--- src/rtl/mbist_mem_arbiter.sv ---
// ---------------------------------------------------------------------------
// mbist_mem_arbiter
//
// Owns one dual-port memory (separate write and read ports) and shares it
// between two functional requesters and the BIST controller.
//
// Functional mode (FUNC):
//   One access per cycle, round-robin between requesters 0 and 1. A granted
//   access is registered onto the memory ports for exactly one cycle. A read
//   returns its data to the requester that issued it, two cycles after the
//   grant.
//
// Test mode:
//   When Test rises, granting stops and in-flight reads drain (DRAIN). Then
//   the memory ports are driven from registered copies of the bist_* inputs
//   and bist_go is raised (TEST). When Test falls, one quiet cycle (RELEASE)
//   precedes the return to FUNC.
//
// Handshake: reqN/wrN/addrN/wdataN form a valid, gntN is a combinational
// ready; the access is consumed at the clock edge where reqN && gntN are
// both high. The requester must hold its request stable until then. There
// is no backpressure on the read response: rvalidN is high for one cycle
// and rdataN must be taken in that cycle.
//
// Ports:
//   clk, rst            clock, asynchronous active-high reset
//   Test                BIST mode request
//   req/wr/addr/wdataN  functional requests (N = 0, 1)
//   gntN                combinational accept
//   rvalidN, rdataN     read response (rdataN is 0 unless rvalidN)
//   bist_*              BIST memory strobes, addresses and write data
//   bist_go             high only in TEST
//   we, re, wraddr, rdaddr, datain   registered memory port drives
//   mem_rdata           memory read data, valid the cycle after re
//   busy                high in every state except FUNC
//   dbg_state           current FSM state (FUNC=0 DRAIN=1 TEST=2 RELEASE=3)
//
// Optional feature: define MBIST_ARB_STATS_EN to add gnt_cnt0/gnt_cnt1,
// 16-bit saturating per-requester grant counters cleared only by rst.
// ---------------------------------------------------------------------------
module mbist_mem_arbiter #(
  parameter int DWIDTH = 32,
  parameter int AWIDTH = 4
) (
  input  logic              clk,
  input  logic              rst,
  input  logic              Test,
  input  logic              req0,
  input  logic              req1,
  input  logic              wr0,
  input  logic              wr1,
  input  logic [AWIDTH-1:0] addr0,
  input  logic [AWIDTH-1:0] addr1,
  input  logic [DWIDTH-1:0] wdata0,
  input  logic [DWIDTH-1:0] wdata1,
  output logic              gnt0,
  output logic              gnt1,
  output logic              rvalid0,
  output logic              rvalid1,
  output logic [DWIDTH-1:0] rdata0,
  output logic [DWIDTH-1:0] rdata1,
  input  logic              bist_we,
  input  logic              bist_re,
  input  logic [AWIDTH-1:0] bist_wraddr,
  input  logic [AWIDTH-1:0] bist_rdaddr,
  input  logic [DWIDTH-1:0] bist_datain,
  output logic              bist_go,
  output logic              we,
  output logic              re,
  output logic [AWIDTH-1:0] wraddr,
  output logic [AWIDTH-1:0] rdaddr,
  output logic [DWIDTH-1:0] datain,
  input  logic [DWIDTH-1:0] mem_rdata,
  output logic              busy,
`ifdef MBIST_ARB_STATS_EN
  output logic [15:0]       gnt_cnt0,
  output logic [15:0]       gnt_cnt1,
`endif
  output logic [1:0]        dbg_state
);

  typedef enum logic [1:0] {
    FUNC    = 2'd0,
    DRAIN   = 2'd1,
    TEST    = 2'd2,
    RELEASE = 2'd3
  } state_t;

  state_t state_q;
  state_t state_d;

  // prio1_q = 1 means requester 1 wins a tie (requester 0 was granted last).
  logic prio1_q;

  // Read-response pipeline: stage 1 is the cycle re is on the memory port,
  // stage 2 is the cycle mem_rdata is valid and returned.
  logic s1_v;
  logic s1_own;
  logic s2_v;
  logic s2_own;
  logic pipe_empty;

  logic grant_ok;

  // Grants are suppressed in the very cycle Test is seen, and while rst is
  // high so that every output reads 0 during reset.
  assign grant_ok   = (state_q == FUNC) && !Test && !rst;
  assign gnt0       = grant_ok && req0 && (!req1 || !prio1_q);
  assign gnt1       = grant_ok && req1 && (!req0 ||  prio1_q);
  assign pipe_empty = !s1_v && !s2_v;

  assign rvalid0   = s2_v && !s2_own;
  assign rvalid1   = s2_v &&  s2_own;
  assign rdata0    = rvalid0 ? mem_rdata : '0;
  assign rdata1    = rvalid1 ? mem_rdata : '0;
  assign bist_go   = (state_q == TEST);
  assign busy      = (state_q != FUNC);
  assign dbg_state = state_q;

  // -------------------------------------------------------------------------
  // FSM
  // -------------------------------------------------------------------------
  always_ff @(posedge clk or posedge rst) begin
    if (rst) begin
      state_q <= FUNC;
    end else begin
      state_q <= state_d;
    end
  end

  always_comb begin
    state_d = state_q;
    case (state_q)
      FUNC:    if (Test) state_d = DRAIN;
      DRAIN:   if (pipe_empty) state_d = Test ? TEST : FUNC;
      TEST:    if (!Test) state_d = RELEASE;
      RELEASE: state_d = FUNC;
      default: state_d = FUNC;
    endcase
  end

  // -------------------------------------------------------------------------
  // Round-robin pointer; untouched outside FUNC so it survives test mode.
  // -------------------------------------------------------------------------
  always_ff @(posedge clk or posedge rst) begin
    if (rst) begin
      prio1_q <= 1'b0;
    end else if (gnt0) begin
      prio1_q <= 1'b1;
    end else if (gnt1) begin
      prio1_q <= 1'b0;
    end
  end

  // -------------------------------------------------------------------------
  // Read owner/valid shift register
  // -------------------------------------------------------------------------
  always_ff @(posedge clk or posedge rst) begin
    if (rst) begin
      s1_v   <= 1'b0;
      s1_own <= 1'b0;
      s2_v   <= 1'b0;
      s2_own <= 1'b0;
    end else begin
      s1_v   <= (gnt0 && !wr0) || (gnt1 && !wr1);
      s1_own <= gnt1;
      s2_v   <= s1_v;
      s2_own <= s1_own;
    end
  end

  // -------------------------------------------------------------------------
  // Memory port registers. In TEST the bist_* inputs are copied each cycle;
  // on the edge that leaves TEST the strobes are forced low so RELEASE is
  // quiet. Addresses and data hold whenever nothing new is issued.
  // -------------------------------------------------------------------------
  always_ff @(posedge clk or posedge rst) begin
    if (rst) begin
      we     <= 1'b0;
      re     <= 1'b0;
      wraddr <= '0;
      rdaddr <= '0;
      datain <= '0;
    end else if (state_q == TEST && Test) begin
      we     <= bist_we;
      re     <= bist_re;
      wraddr <= bist_wraddr;
      rdaddr <= bist_rdaddr;
      datain <= bist_datain;
    end else if (gnt0) begin
      we <= wr0;
      re <= !wr0;
      if (wr0) begin
        wraddr <= addr0;
        datain <= wdata0;
      end else begin
        rdaddr <= addr0;
      end
    end else if (gnt1) begin
      we <= wr1;
      re <= !wr1;
      if (wr1) begin
        wraddr <= addr1;
        datain <= wdata1;
      end else begin
        rdaddr <= addr1;
      end
    end else begin
      we <= 1'b0;
      re <= 1'b0;
    end
  end

`ifdef MBIST_ARB_STATS_EN
  // -------------------------------------------------------------------------
  // Saturating grant counters; only rst clears them.
  // -------------------------------------------------------------------------
  always_ff @(posedge clk or posedge rst) begin
    if (rst) begin
      gnt_cnt0 <= '0;
      gnt_cnt1 <= '0;
    end else begin
      if (gnt0 && gnt_cnt0 != 16'hFFFF) gnt_cnt0 <= gnt_cnt0 + 16'd1;
      if (gnt1 && gnt_cnt1 != 16'hFFFF) gnt_cnt1 <= gnt_cnt1 + 16'd1;
    end
  end
`endif

endmodule

--- config.mk ---
export PLATFORM = sky130hd
export DESIGN_NAME = mbist_mem_arbiter
export DESIGN_NICKNAME = d
export VERILOG_FILES = /design/src/rtl/mbist_mem_arbiter.sv
export SDC_FILE = /design/constraint.sdc
export NUM_CORES = 1
export LEC_CHECK = 0
export CAP_MARGIN = 25
export CORE_MARGIN = 4
export CORE_UTILIZATION = 35
export DETAILED_ROUTE_END_ITERATION = 7
export DONT_BUFFER_PORTS = 1
export GPL_TIMING_DRIVEN = 0
export PLACE_DENSITY = 0.59
export SLEW_MARGIN = 5
export SYNTH_ARGS = -nofsm -noshare
export SYNTH_HDL_FRONTEND = slang
export SYNTH_SLANG_ARGS = --single-unit
export TNS_END_PERCENT = 10
--- constraint.sdc ---
create_clock -name clk -period 2.7 [get_ports clk]
set_input_delay 0.405 -clock clk [delete_from_list [all_inputs] [get_ports clk]]
set_output_delay 0.405 -clock clk [all_outputs]
set_load 0.03 [all_outputs]
==> metrics.txt, run 1 <==
Synth Register Bits=49; largest net degree at the start of global routing=29; Die Ht=105 µm; slack of the critical path=0.0938 ns; Async SR Flop Fraction=1.00; All-Layer GR Usage=0.201; dpl hpwl=9680 µm; Filler Cell Count=936; initial antenna violation count=0; GP Congestion=0.735; max cap viols=0; most frequent cells in the layout=nand2_1 (72), dfrtp_1 (49), nand3_1 (39), o211ai_1 (36), and2_1 (33); RSZ-0062 raised after global routing=no; clock tree buffer depth=2; reg-to-reg endpoint=datain[3]; global-route wire length before repair=approximately 17000 µm; Starting Density=0.357; actual slew at the worst max-slew pin=0.888 ns; H-tree depth=2; Post-synth EDFFs=0; Die ar.=about 11000 µm²; IO Port Bufs=0; part of the power in registers=0.542; # diodes=0; Ys Warns=0; area occupied by multi-input gates=1890 µm²; TritonRoute pass-1 iters=6; clock share of power=0.148; Tmin final=roughly 2.6 ns; CP Launch Type=register; layout cells sized above 1=0.122; row cnt=35; fin. max-slew vios=0; Layout Skew=0.0114 ns; commonest non-fill, non-tap cell in the layout=nand2_1; final cell area excluding filler cells=3570 µm²; routed wire length=11600 µm; CTS buffer count=5; syn avg cell area=8.73 µm²; Worst EP arrival=2.20 ns; critical path fanouts, max=10; Cells after Synth=376; Hold Fails Final Rpt=3; CTS tree=done; synthesized net count=529; placed inst area=3450 µm²; Peak Freq=384 MHz; Req. time, crit path=2.30 ns; Comb pwr share=0.309; top post-synthesis cells by area=dfrtp_1 (37%), nand2_1 (8.2%), o211ai_1 (8.2%), mux2_1 (6.9%), and2_1 (6.3%); I/O Pins=267; Final Util=0.388; Mapped Area=3280 µm²; Hold WC Path Type=input port to async pin; Psw=roughly 1800 µW; TritonCTS sink count=49; top_reg_cell synth=dfrtp_1; grt ovf=0; Register Area=approximately 1200 µm²; slowest stage cell, crit path=clkbuf_1; WL per Instance=23.4 µm; Iteration-0 DRC Markers=~140; DRC viols=0; post-synthesis cell type count=37; Area Growth Syn to Fin=8.81%; top-area cell type share of the netlist area=0.374; NumNets Final=around 540; pwr dens=~1000 nW/µm²; Via Count=between 2k and 3k; hold slack=-0.00192 ns; vias in the first global route=3035; Worst Path Class, Setup=register to output port; Clock Latency Late Sink=0.30 ns; Peak VDD IR=0.451 mV; CTS clk-pin slew, worst paths=0.10 ns; pre-CTS setup slack=0.134 ns; CTS Hold Bufs=0; critical path endpoint category=output port; Detail Route Antenna Nets=0; relative slew slack=0.407; crit path cell chain=nor2b_1 -> clkbuf_1 -> and2_1; vias per inst=5.88; cell-internal power=1860 µW; post-synth top area cell=dfrtp_1; path depth of the worst reg2reg path=6; status=complete, but fails checks; # Post-CTS Setup Buffers=0; reg2reg setup slack=~0.2 ns; CP peak stage delay=0.62 ns; failing checks=negative hold slack; Setup violations, final=0; sw frac=0.493; core box area=9200 µm²; post-synthesis sequential area ratio=0.374; crit share post-route=0.965; Leak=0.00155 µW; die width=105 µm; CTS Root Cell=clkbuf_8
## metrics by stage
stage	total power [µW]	std cells	hold slack, ns	TNS, ns
floorplan	2830	376	0.331	0
global placement	3110	487	0.335	-2.51
detailed placement	3160	489	0.338	0
CTS	3720	497	0.000839	0
global route	3890	497	0.0286	0
finish	3670	497	-0.00192	0
## per-layer routing
layer | track usage | part of all wire
met5 | 0 | 0
met4 | 0.0581 | 0.025
met3 | 0.0667 | 0.095
met2 | 0.370 | 0.53
met1 | 0.218 | 0.35
## area by class of cell
| class | count | area share |
|---|---|---|
| multi-input combinational | 291 | 0.530 |
| sequential | 49 | 0.343 |
| buffer | 34 | 0.0473 |
| tap | 111 | 0.0389 |
| clock buffer | 5 | 0.0193 |
| clock inverter | 3 | 0.0123 |
| timing repair buffer | 2 | 0.00701 |
| inverter | 2 | 0.00210 |
## power groups by stage
stage | logic [µW] | registers [µW] | clock network [µW]
6_report | 1130 | 1990 | 544
5_1_grt | 1270 | 2030 | 589
2_1_floorplan | 936 | 1900 | 0
4_1_cts | 1150 | 2000 | 564
3_5_place_dp | 1150 | 2010 | 0
3_3_place_gp | 1100 | 2010 | 0
## sequential cells by signal, indices dropped and copies added, names as in the netlist, named ones only
name / count
re: 1
s1_own: 1
wraddr: 4
s2_own: 1
rdaddr: 4
dbg_state: 1
we: 1
s1_v: 1
prio1_q: 1
s2_v: 1
datain: 32
## critical path, delay by kind of cell (launching register included)
kind | cells | cell delay, ns
buf+inv | 1 | 0.62
flops | 1 | 0.48
simple gates | 2 | 0.81
## worst max path at each step
stage	start	end	slack [ns]	cells after the start
finish	s2_v	rdata0[28]	0.09	3
CTS	register	gnt0	0.07	5
global route	s2_v	rdata0[28]	0.01	3
floorplan	register	gnt1	0.41	4
detailed placement	register	datain[23]	0.13	7
global placement	register	gnt1	-0.41	4
## cells in the mapped netlist, drive strengths merged (2+ instances only)
master / count
and2: 34
a31oi: 4
inv: 2
mux2: 40
clkbuf: 26
nor2b: 5
dfrtp: 49
nand2: 72
buf: 8
nand3: 39
o211ai: 36
o21ai: 6
and3: 33
nor2: 6
## what timing repair did
item	CTS	global route
cloned	0	0
resized for setup	2	3
setup endpoints to repair	1	2
endpoints found under the hold margin	0	0
## logic make-up (layout without fill, tap and decap cells)
| family | count (synthesis) | in the layout | share of synthesized area |
|---|---|---|---|
| AND/OR/NAND/NOR | 195 | 195 | 0.301 |
| AO/OA/AOI/OAI | 56 | 56 | 0.127 |
| flip-flops | 49 | 49 | 0.374 |
| buffers and inverters | 36 | 46 | 0.0522 |
| multiplexers | 40 | 40 | 0.146 |
(Power assumes the default switching activity.)
==> inputs of run 2 (changes only) <==
GPL_ROUTABILITY_DRIVEN = 0   (was not set)
clock period = 3.38 ns   (was 2.7 ns; I/O delays follow)
==> run 2 against run 1 <==
The flow now finishes without violations. Flip-flop and latch count is the same. Clock skew shrank 0.00087 ns. Non-clock buffer count is the same. Core utilization shrank 0.14 points. Largest power group unchanged. Final cell count is the same. Via count shrank 0.41%. Total power shrank 20%. Combinational power shrank 20%. Clock-buffer cell count is the same.
==> metrics.txt, run 2 (synthesis gave the netlist of run 1 again) <==
vias per inst=5.86 (-0.41%); RSZ-0062 raised after global routing=no; commonest non-fill, non-tap cell in the layout=nand2_1; grt ovf=0 (unchanged); Area Growth Syn to Fin=8.43%; part of the power in registers=0.543 (about the same); die width=105 µm (unchanged); Worst Path Class, Setup=register to output port; hold slack=0.101 ns (+0.103 ns); Clock Latency Late Sink=0.30 ns (about the same); TritonRoute pass-1 iters=6 (unchanged); Top Registers=datain (32), rdaddr (4), wraddr (4); critical path endpoint category=output port; Die Ht=105 µm (unchanged); clock tree buffer depth=2 (unchanged); H-tree depth=2 (unchanged); Detail Route Antenna Nets=0 (unchanged); actual slew at the worst max-slew pin=0.926 ns (+0.0382 ns); I/O Pins=267 (unchanged); # Post-CTS Setup Buffers=0 (unchanged); DRC viols=0 (unchanged); most frequent cells in the layout=nand2_1 (72), dfrtp_1 (49), nand3_1 (39), o211ai_1 (36); CTS tree=done; sw frac=0.493 (about the same); CTS buffer count=5 (unchanged); layout cells sized above 1=0.114 (-0.00777); NumNets Final=538 (unchanged); Layout Skew=0.0105 ns (-0.000871 ns); Iteration-0 DRC Markers=145 (+5.8%); initial antenna violation count=0 (unchanged); pre-CTS setup slack=0.772 ns (+0.638 ns); Comb pwr share=0.308 (about the same); Peak Freq=351 MHz; Req. time, crit path=2.87 ns (+0.57 ns); relative slew slack=0.381 (-0.0255); CTS Hold Bufs=0 (unchanged); fin. max-slew vios=0 (unchanged); max cap viols=0 (unchanged); largest reg by FF count=datain; All-Layer GR Usage=0.201 (-0.000522); max reg flops=32 (unchanged); Worst EP arrival=2.34 ns (+0.14 ns); Leak=0.00154 µW (-0.27%); core box area=9200 µm² (unchanged); pwr dens=822 nW/µm² (-20%); routed wire length=11700 µm (about the same); CP Launch Type=register; Hold WC Path Type=input port to async pin; status=finished clean; CTS clk-pin slew, worst paths=0.10 ns (about the same); TritonCTS sink count=49 (unchanged); CTS Root Cell=clkbuf_8; Peak VDD IR=0.361 mV (-20%); vias in the first global route=3028 (-0.23%); Design Power=2930 µW (-20%); Psw=1440 µW (-20%); crit share post-route=0.843; cell-internal power=1480 µW (-20%); Setup violations, final=0 (unchanged); CTS resizes=0 (-2); critical path fanouts, max=10 (unchanged); IO Port Bufs=0 (unchanged); TNS Setup=0 ns (unchanged); Hold Fails Final Rpt=0 (-3); clock share of power=0.149 (about the same); Via Count=2910 (-0.41%); dpl hpwl=9680 µm (unchanged); Die ar.=11000 µm² (unchanged); largest net degree at the start of global routing=29 (unchanged); global-route wire length before repair=17400 µm (-0.32%); # diodes=0 (unchanged); WL per Instance=23.4 µm (about the same); Filler Cell Count=934 (-0.21%); Tmin final=roughly 2.8 ns; row cnt=35 (unchanged); slack of the critical path=0.531 ns (+0.437 ns); Starting Density=0.357 (unchanged)
## run 2: cell counts in the layout (fill, tap and decap cells not counted)
No cell type changed its count.
## run 2: path summary, 6_finish.rpt
check	end	cells past startpoint	startpoint	slack (ns)
min	wraddr[2]	1	rst	0.10
min in group clk	re	1	bist_re	0.32
max reg2reg	datain[3]	6	register	0.88
max	gnt1	4	register	0.53
max in group asynchronous	datain[12]	2	rst	2.75
min reg2reg	s2_v	0	s1_v	0.38
## run 2: power by group through the flow
stage | logic [µW] | clock network (µW) | registers, µW
floorplan | 748 | 0 | 1520
global placement | 882 | 0 | 1600
detailed placement | 917 | 0 | 1610
CTS | 919 | 450 | 1600
global route | 1010 | 470 | 1620
finish | 902 | 435 | 1590
## run 2: routing by layer
metal / routed length [µm] / global-route usage / part of all wire
met1: 4140 / 0.217 / 0.36
met2: 6140 / 0.369 / 0.53
met3: 1080 / 0.0667 / 0.093
met4: 288 / 0.0581 / 0.025
met5: 0 / 0 / 0
## run 2: cell type report
| class | count | area [µm²] | share of cell area |
|---|---|---|---|
| Inverter | 2 | 7.51 | 0.00211 |
| Clock buffer | 5 | 68.8 | 0.0193 |
| Tap cell | 111 | 139 | 0.0390 |
| Multi-Input combinational cell | 291 | 1880 | 0.530 |
| Timing Repair Buffer | 2 | 25.0 | 0.00703 |
| Buffer | 34 | 164 | 0.0461 |
| Clock inverter | 3 | 43.8 | 0.0123 |
| Sequential cell | 49 | 1230 | 0.345 |
## run 2: critical path: stages (launching register included)
cell      delay [ns]
dfrtp_1         0.51
buf_2           0.22
nor4_1          0.46
clkbuf_1        0.36
and3_1          0.50
## run 2: metrics by stage
step | area [µm²] | util | std cells
6_report | 3560 | 0.387 | 497
5_1_grt | 3560 | 0.387 | 497
2_1_floorplan | 3280 | - | 376
4_1_cts | 3560 | 0.387 | 497
3_5_place_dp | 3450 | 0.375 | 489
3_3_place_gp | 3420 | 0.372 | 487
==> RTL edit: new RTL, config.mk and constraints of run 1 <==
Change the parameter `AWIDTH` from 4 to 6.
--- a/src/rtl/mbist_mem_arbiter.sv
+++ b/src/rtl/mbist_mem_arbiter.sv
@@ -40,7 +40,7 @@
 // ---------------------------------------------------------------------------
 module mbist_mem_arbiter #(
   parameter int DWIDTH = 32,
-  parameter int AWIDTH = 4
+  parameter int AWIDTH = 6
 ) (
   input  logic              clk,
   input  logic              rst,
Ports: changed (6 resized); port bits go from 267 to 279. No check against the original RTL was run, so the function may have changed too.
==> RTL edit against run 1 <==
Cell area is 7.5% higher; sequential cell count rose by 4; wire length up 7.5%; power rose by 14%; critical path type unchanged; synthesized area is 5.9% higher; sequential share of layout area is 0.29 points higher; global-route usage is essentially flat; setup slack improved by 0.0020 ns.
==> RTL edit: results (changes against run 1) <==
status=complete, no violations; Reg2Reg Capture Point=datain[15]$_DFFE_PP0P_; # diodes=0 (unchanged); Synth Area in Adders=0% (unchanged); layout cells sized above 1=18.3% (+6.2 points); GP Congestion=0.842 (+15%); Yosys cell types=35 (-5.4%); worst min-delay path class=in2async; largest net degree at the start of global routing=29 (unchanged); leak pwr=1.60 nW (+3.5%); cell family with most CP delay=buffers and inverters; post-synthesis xor/xnor area fraction=0% (unchanged); final WL=12,500 um (+7.5%); vias per cell=5.95 (+1.1%); clk_lat worst skew=0.31 ns; clk_skew=0.00636 ns (-0.00502 ns); # port buffers=0 (unchanged); clock root buffer=clkbuf_8; synth top area cells=dfrtp_1, mux2_2, and2_1; placed cells=534 (+9.2%); Synth top cells by count=dfrtp_1, nor2_1, o21ai_0; crit-path max cell delay=0.49 ns (-0.13 ns); ys flop type=dfrtp_1; global-route wire length before repair=18,000 um (+3.3%); peak supply drop=0.484 mV (+7.1%); biggest regs=datain: 32 flops, rdaddr: 6 flops, wraddr: 6 flops; Initial DRC Count=194 (+42%); H-tree levels=2 (unchanged); Worst-path clk slew=0.10 ns (about the same); FF-to-FF path depth=6 (unchanged); sw power=2.03 mW (+12%); Nets=569 (+5.8%); Synth warnings=0 (unchanged); Post-CTS Setup Bufs=0 (unchanged); initial antenna violation count=0 (unchanged); routed vias=3,223 (+10%); slew of the pin with the lowest slew margin=0.732 ns (-0.156 ns); compound-cell area share of the yosys netlist=17.0% (+4.4 points); Avg Cell Area, Syn=8.74 um^2 (about the same); Longest Clk Path Bufs=2 (unchanged); hold slack=0.0417 ns (+0.0437 ns); DRT Pass-1 Iters=4 (-2); asr flop ratio synth=100% (unchanged); R2R Setup Slk=0.31 ns (+0.11 ns); CP arrival=2.20 ns (about the same); Post-DP HPWL=10,200 um (+5.5%); Num CTS Buffers=5 (unchanged); Net Count, Synth=559 (+5.7%); CP max-delay cell=dfrtp_2; post-synthesis sequential area ratio=38.1% (+0.78 points); CP Max Fanout=10 (unchanged); mux share of post-synthesis cell area=15.2% (+0.58 points); GRT Overall Usage=20.1% (+0.030 points)
==> RTL edit: changes by cell type after synthesis, moves of 7 or more <==
cell / run 1 / this run
nor2_1: 5 / 48
nand2_1: 72 / 1
o21ai_0: 5 / 37
a21oi_1: 1 / 13
mux2_2: 12 / 35
nand3_1: 39 / 32
mux2_1: 20 / 0
a31oi_1: 4 / 32
o211ai_1: 36 / 0
==> RTL edit: power by group through the flow <==
stage,combinational [mW],clock (mW),sequential (mW)
after CTS,1.31,0.673,2.23
after floorplan,1.07,0,2.10
final,1.31,0.654,2.22
after global placement,1.26,0,2.24
after global routing,1.44,0.699,2.27
after detailed placement,1.31,0,2.24
==> RTL edit: logic make-up after synthesis <==
| logic type | count (synthesis) |
|---|---|
| flops | 53 |
| mux | 44 |
| simple gates | 159 |
| compound gates | 100 |
| buf+inv | 42 |
==> RTL edit: per-stage QoR <==
stage / total power, mW / setup slack [ns] / instance area (um^2) / setup TNS, ns
5_1_grt: 4.41 / 0.0266 / 3840 / 0
4_1_cts: 4.22 / 0.0179 / 3820 / 0
6_report: 4.18 / 0.0958 / 3840 / 0
2_1_floorplan: 3.17 / 0.138 / 3480 / 0
3_3_place_gp: 3.50 / -0.232 / 3640 / -0.286
3_5_place_dp: 3.55 / 0.233 / 3670 / 0
==> RTL edit: how the worst max path moves through the flow <==
stage / cells past startpoint / end / from
5_1_grt: 6 / gnt1 / register
3_5_place_dp: 5 / gnt0 / register
2_1_floorplan: 5 / gnt1 / register
3_3_place_gp: 5 / gnt1 / register
6_report: 6 / gnt1 / register
4_1_cts: 6 / gnt1 / register
==> RTL edit: what timing repair did <==
item	4_1_cts	5_1_grt
resized for setup	4	5
endpoints found under the setup margin	2	1
hold endpoints to repair	0	0
hold buffers	0	0
pin swaps	0	0
gates cloned	0	0
==> RTL edit: final cells by class <==
class / instances / area, um^2
clock buffer: 5 / 68.8
multi-input combinational: 303 / 1970
tap: 133 / 166
timing repair buffer: 3 / 35.0
fill: 988 / 5890
inverter: 2 / 7.51
clock inverter: 3 / 68.8
sequential: 53 / 1330
buffer: 40 / 191
==> RTL edit: metal layers <==
metal / vias up / routed length [um] / track usage, % / part of all wire, %
li1: 1442 / - / - / -
met1: 1561 / 4530 / 23.3 / 36
met2: 202 / 6540 / 36.6 / 52
met3: 18 / 1240 / 5.82 / 9.9
met4: 0 / 214 / 4.60 / 1.7
met5: - / 0 / 0 / 0
